===== src/rtl/crop_decimate_filter.sv =====
// crop_decimate_filter
// Streaming region-of-interest crop with run-time X/Y decimation.
// A pending config set is written by cfg_valid and copied into the active set
// on the first accepted pixel of each frame, so a frame is always processed
// with one consistent window. The output stage is a single registered slot
// with a valid/ready handshake and SOF/EOL/EOF markers.
//
// Ports:
//   clk, reset              clock, synchronous active-high reset
//   cfg_valid, cfg_*        window (x1,y1,w,h) and strides (sx,sy) strobe
//   in_pixel/in_valid       raster-order input, in_ready back-pressure
//   out_pixel/out_valid     registered kept pixel, out_ready from downstream
//   out_sof/out_eol/out_eof frame/line markers, qualified by out_valid
module crop_decimate_filter #(
  parameter  int unsigned PIXEL_BIT_WIDTH = 12,
  parameter  int unsigned IN_ROWS         = 40,
  parameter  int unsigned IN_COLS         = 40,
  parameter  int unsigned MAX_STRIDE      = 4,
  localparam int unsigned CW              = $clog2(IN_COLS + 1),
  localparam int unsigned RW              = $clog2(IN_ROWS + 1),
  localparam int unsigned SW              = $clog2(MAX_STRIDE + 1)
) (
  input  logic                       clk,
  input  logic                       reset,
  input  logic                       cfg_valid,
  input  logic [CW-1:0]              cfg_x1,
  input  logic [RW-1:0]              cfg_y1,
  input  logic [CW-1:0]              cfg_w,
  input  logic [RW-1:0]              cfg_h,
  input  logic [SW-1:0]              cfg_sx,
  input  logic [SW-1:0]              cfg_sy,
  input  logic [PIXEL_BIT_WIDTH-1:0] in_pixel,
  input  logic                       in_valid,
  output logic                       in_ready,
  output logic [PIXEL_BIT_WIDTH-1:0] out_pixel,
  output logic                       out_valid,
  input  logic                       out_ready,
  output logic                       out_sof,
  output logic                       out_eol,
  output logic                       out_eof
);

  typedef struct packed {
    logic [CW-1:0] x1;
    logic [RW-1:0] y1;
    logic [CW-1:0] w;
    logic [RW-1:0] h;
    logic [SW-1:0] sx;
    logic [SW-1:0] sy;
  } cfg_t;

  // Full-frame pass-through
  localparam cfg_t CFG_RESET = '{x1: '0, y1: '0, w: CW'(IN_COLS), h: RW'(IN_ROWS),
                                 sx: SW'(1), sy: SW'(1)};

  // Stride 0 behaves as 1, oversize strides saturate
  function automatic logic [SW-1:0] clamp_stride(input logic [SW-1:0] s);
    if (s == '0) begin
      return SW'(1);
    end else if (s > SW'(MAX_STRIDE)) begin
      return SW'(MAX_STRIDE);
    end else begin
      return s;
    end
  endfunction

  cfg_t                       r_pend;
  cfg_t                       r_act;
  logic [CW-1:0]              r_x;
  logic [RW-1:0]              r_y;
  logic [SW-1:0]              r_px;
  logic [SW-1:0]              r_py;
  logic [PIXEL_BIT_WIDTH-1:0] r_out_pixel;
  logic                       r_out_valid;
  logic                       r_out_sof;
  logic                       r_out_eol;
  logic                       r_out_eof;

  cfg_t          w_cfg_in;
  cfg_t          w_cfg;
  logic          w_acc;
  logic          w_frame_start;
  logic          w_row_end;
  logic [SW-1:0] w_sx;
  logic [SW-1:0] w_sy;
  logic [CW:0]   w_x_end;
  logic [RW:0]   w_y_end;
  logic          w_in_x;
  logic          w_in_y;
  logic [SW-1:0] w_px_cur;
  logic [SW-1:0] w_py_cur;
  logic [SW-1:0] w_px_inc;
  logic [SW-1:0] w_py_inc;
  logic [SW-1:0] w_px_nxt;
  logic [SW-1:0] w_py_nxt;
  logic          w_keep;
  logic          w_sof;
  logic          w_eol;
  logic          w_eof;

  assign w_cfg_in = '{x1: cfg_x1, y1: cfg_y1, w: cfg_w, h: cfg_h, sx: cfg_sx, sy: cfg_sy};

  assign in_ready      = !r_out_valid || out_ready;
  assign w_acc         = in_valid && in_ready;
  assign w_frame_start = (r_x == '0) && (r_y == '0);
  assign w_row_end     = (r_x == CW'(IN_COLS - 1));

  // The pixel at (0,0) already sees the config that loads on its accept
  assign w_cfg = w_frame_start ? r_pend : r_act;
  assign w_sx  = clamp_stride(w_cfg.sx);
  assign w_sy  = clamp_stride(w_cfg.sy);

  // Window bounds in one extra bit so x1+w cannot wrap
  assign w_x_end = {1'b0, w_cfg.x1} + {1'b0, w_cfg.w};
  assign w_y_end = {1'b0, w_cfg.y1} + {1'b0, w_cfg.h};
  assign w_in_x  = (r_x >= w_cfg.x1) && ({1'b0, r_x} < w_x_end);
  assign w_in_y  = (r_y >= w_cfg.y1) && ({1'b0, r_y} < w_y_end);

  // Phase restarts at the window origin, then wraps at the stride
  assign w_px_cur = (r_x == w_cfg.x1) ? '0 : r_px;
  assign w_py_cur = (r_y == w_cfg.y1) ? '0 : r_py;
  assign w_px_inc = w_px_cur + SW'(1);
  assign w_py_inc = w_py_cur + SW'(1);
  assign w_px_nxt = (w_px_inc == w_sx) ? '0 : w_px_inc;
  assign w_py_nxt = (w_py_inc == w_sy) ? '0 : w_py_inc;

  assign w_keep = w_in_x && w_in_y && (w_px_cur == '0) && (w_py_cur == '0);

  // Markers look one stride ahead against the window edge or the image edge
  assign w_sof = (r_x == w_cfg.x1) && (r_y == w_cfg.y1);
  assign w_eol = (({1'b0, r_x} + (CW+1)'(w_sx)) >= w_x_end) || w_row_end;
  assign w_eof = w_eol && ((({1'b0, r_y} + (RW+1)'(w_sy)) >= w_y_end) ||
                           (r_y == RW'(IN_ROWS - 1)));

  // Config, raster/phase counters and output slot
  always_ff @(posedge clk) begin
    if (reset) begin
      r_pend      <= CFG_RESET;
      r_act       <= CFG_RESET;
      r_x         <= '0;
      r_y         <= '0;
      r_px        <= '0;
      r_py        <= '0;
      r_out_pixel <= '0;
      r_out_valid <= 1'b0;
      r_out_sof   <= 1'b0;
      r_out_eol   <= 1'b0;
      r_out_eof   <= 1'b0;
    end else begin
      if (cfg_valid) begin
        r_pend <= w_cfg_in;
      end

      if (w_acc) begin
        if (w_frame_start) begin
          r_act <= r_pend;
        end
        if (w_in_x) begin
          r_px <= w_px_nxt;
        end
        if (w_row_end) begin
          r_x <= '0;
          if (w_in_y) begin
            r_py <= w_py_nxt;
          end
          if (r_y == RW'(IN_ROWS - 1)) begin
            r_y <= '0;
          end else begin
            r_y <= r_y + RW'(1);
          end
        end else begin
          r_x <= r_x + CW'(1);
        end
      end

      if (w_acc && w_keep) begin
        r_out_pixel <= in_pixel;
        r_out_valid <= 1'b1;
        r_out_sof   <= w_sof;
        r_out_eol   <= w_eol;
        r_out_eof   <= w_eof;
      end else if (out_ready) begin
        r_out_valid <= 1'b0;
      end
    end
  end

  assign out_pixel = r_out_pixel;
  assign out_valid = r_out_valid;
  assign out_sof   = r_out_sof;
  assign out_eol   = r_out_eol;
  assign out_eof   = r_out_eof;

endmodule


===== config.mk =====
export PLATFORM = sky130hd
export DESIGN_NAME = crop_decimate_filter
export DESIGN_NICKNAME = d
export VERILOG_FILES = /design/src/rtl/crop_decimate_filter.sv
export SDC_FILE = /design/constraint.sdc
export NUM_CORES = 1
export LEC_CHECK = 0
export CAP_MARGIN = 5
export CORE_ASPECT_RATIO = 1.2
export CORE_UTILIZATION = 55
export DETAILED_ROUTE_END_ITERATION = 12
export PLACE_DENSITY = 0.88
export SLEW_MARGIN = 20
export SYNTH_ARGS = -nofsm -noshare
export SYNTH_HDL_FRONTEND = slang
export SYNTH_SLANG_ARGS = --single-unit

===== constraint.sdc =====
create_clock -name clk -period 10.07 [get_ports clk]
set_clock_uncertainty 0.05 [all_clocks]
set_input_delay 1.007 -clock clk [delete_from_list [all_inputs] [get_ports clk]]
set_output_delay 1.007 -clock clk [all_outputs]
set_load 0.03 [all_outputs]

==> metrics.md <==
| Metric | Value |
|---|---|
| Most frequent cells in the layout | 94 x dfxtp_1, 89 x nor2_1, 62 x ha_1 |
| Syn avg cell area | 9.05 sq um |
| Outcome | finished clean |
| Seq/Total Area, Yosys | 0.333 |
| # Post-CTS Setup Buffers | 0 |
| Yosys warns | 0 |
| Fillers | 741 |
| Clock buffer count from CTS | 9 |
| Register bit total from synthesis | 94 |
| Area occupied by registers | 1880 sq um |
| Commonest non-fill, non-tap cell in the layout | dfxtp_1 |
| Mapped Cells | 624 |
| Multi-input gate area | 3510 sq um |
| Mapped Nets | 737 |
| Placeable Area | 10000 sq um |
| H-tree depth | 3 |
| Worst slew pin tran | 0.985 ns |
| Max-Cap Viols | 0 |
| Worst Setup End Kind | flop |
| Reg2reg setup slack | 4.74 ns |
| DRC viols | 0 |
| WP data arrival | 5.56 ns |
| Antenna Cells | 0 |
| Die extent in y | 113 microns |
| Top sig layer | met4 |
| Post-route ant nets | 0 |
| Synth unique cells | 53 |
| Met2 routed WL | 7120 microns |
| FP Rows | 40 |
| Setup repair after global routing missed its margin | no |
| Grt ovf | 0 |
| Number of clock sinks | 94 |
| Final hold viol count | 0 |
| Final period util | 0.530 |
| Clock root buffer | clkbuf_16 |
| CTS tree | done |
| Hold Crit Class | flop to flop |
| Post-synth top flop | dfxtp_1 |
| Fmax | 188 MHz |
| Post-synth EDFFs | 0 |
| Final TNS setup | 0 ns |
| Maximum root-to-sink buffer count | 2 |
| Rel. slew slack | 0.344 |
| Vias per cell | 5.82 |
| Max IR drop VDD | 82.5 uV |
| Post-synth ARST share | 0 |
| Clock latency on the worst-skew pair | 0.35 ns |
| Mapped cell area | 5650 sq um |
| Global-route usage over all layers | 0.260 |
| Via count | 4664 |
| Die width | 94.5 microns |
| Ports | 64 |
| Post-Route Utilization | 0.662 |
| First DRT Iteration DRCs | 261 |
| DR WL/cell | 16.8 microns |
| DR WL met3 | 564 microns |
| Largest net degree at the start of global routing | 95 |
| PortBufs | 63 |
| Placer Congestion | 0.883 |
| Final setup vio count | 0 |
| P per Cell Area | 166 nW/um^2 |
| Drt total wl | 13500 microns |
| Reg clk slew, reported paths | 0.07 ns |
| CP Class | flop to flop |
| Data required, critical path | 10.30 ns |
| Max-slew violation count | 0 |
| Leak | 3.07 nW |
| CP Max Fanout | 37 |
| Final min period | 5.33 ns |
| HPWL Detailed | 9670 microns |
| Nets | 784 |
| First-pass GRT wire length | 21600 microns |
| DRT met1 WL | 5310 microns |
| DIE AREA | 10700 sq um |
| Vias in the first global route | 4594 |
| Initial Utilization | 0.564 |
| Area growth from synthesis to layout | 17.4% |
| Share of cells above drive strength 1 | 0.0667 |
| Initial antenna violation count | 0 |
| CTS Hold Bufs | 0 |
| Post-CTS Resized | 0 |
| 1st-pass router iterations | 4 |
| Critical Path Source Type | flop |
[per-stage QoR]
stage | total power, W | cells | hold WS (ns) | area (sq um) | setup slack (ns)
floorplan | 0.000650 | 624 | 0.378 | 5650 | 5.55
CTS | 0.00110 | 801 | 0.408 | 6630 | 4.80
global route | 0.00115 | 801 | 0.428 | 6630 | 4.41
detailed placement | 0.000735 | 786 | 0.399 | 6310 | 4.85
finish | 0.00110 | 801 | 0.411 | 6630 | 4.74
global placement | 0.000719 | 786 | 0.390 | 6310 | 4.99
[layer usage]
metal  GRT usage  up-vias
met5           0        -
met4       0.128        0
met3      0.0491       42
met2       0.471      127
met1       0.284     2226
li1            -     2269
[cell families after synthesis]
group / synth area share
AO/OA/AOI/OAI: 0.122
XOR/XNOR: 0.0465
adder cells (fa/ha/maj): 0.152
buffers and inverters: 0.0465
flip-flops: 0.333
multiplexers: 0.127
AND/OR/NAND/NOR: 0.173
[layout make-up]
type | instances | area share
multi-input cells | 468 | 0.529
inverters | 32 | 0.0181
clock inverters | 6 | 0.0140
flip-flops and latches | 94 | 0.284
well taps | 126 | 0.0238
repair buffers | 66 | 0.0970
clock buffers | 9 | 0.0340
[synth_stat cells, drive strengths merged (3+ instances only)]
master / instances / area, sq um
o21a: 3 / 22.5
nor2: 89 / 334
ha: 62 / 776
a21oi: 29 / 145
o31a: 3 / 26.3
fa: 4 / 80.1
dfxtp: 94 / 1880
or3: 5 / 31.3
nand4: 8 / 65.1
nor3: 17 / 85.1
mux2: 14 / 158
o21bai: 4 / 30.0
a31oi: 4 / 25.0
mux2i: 54 / 561
o21ai: 13 / 65.1
nand3: 7 / 35.0
xnor2: 16 / 140
inv: 32 / 120
a211o: 9 / 78.8
buf: 17 / 93.8
nor2b: 21 / 131
clkbuf: 13 / 48.8
nand3b: 6 / 45.0
a21o: 11 / 82.6
xor2: 14 / 123
nand2: 34 / 128
nand2b: 6 / 45.0
a211oi: 15 / 113
[flip-flops by register name, indices dropped and copies added, names as in the netlist]
register   cells
out_eol        1
out_valid      1
r_px           3
r_act         30
out_eof        1
r_x            6
r_py           3
out_sof        1
r_pend        30
out_pixel     12
r_y            6
[critical path, stage by stage (launching register included)]
cell and delay (ns):
dfxtp_1 0.46, inv_1 0.14, ha_1 0.19, nor4bb_1 0.14
nand3_2 0.09, buf_4 0.46, mux2_2 0.43, ha_1 0.24
fa_1 0.42, a21o_1 0.20, a21oi_1 0.21, xor2_1 0.23
ha_1 0.29, a21o_1 0.17, a21oi_1 0.12, o21ai_0 0.10
a32oi_1 0.30, nand4_4 0.40, a311o_1 0.48, o21ai_1 0.14
[worst paths after layout]
path,depth (start not counted),start,to
setup / recovery,19,r_x[1],out_eof
hold / removal,2,r_px[2],r_px[2]
setup reg to reg,19,r_x[1],out_eof
hold reg to reg,2,r_px[2],r_px[2]
[power breakdown]
group          internal (W)  total (W)  switching, W
logic              0.000141   0.000317      0.000175
clock network      0.000218   0.000367      0.000149
registers          0.000398   0.000416     0.0000175
total              0.000758    0.00110      0.000342
Note: power is estimated with default switching activity, not from simulation.
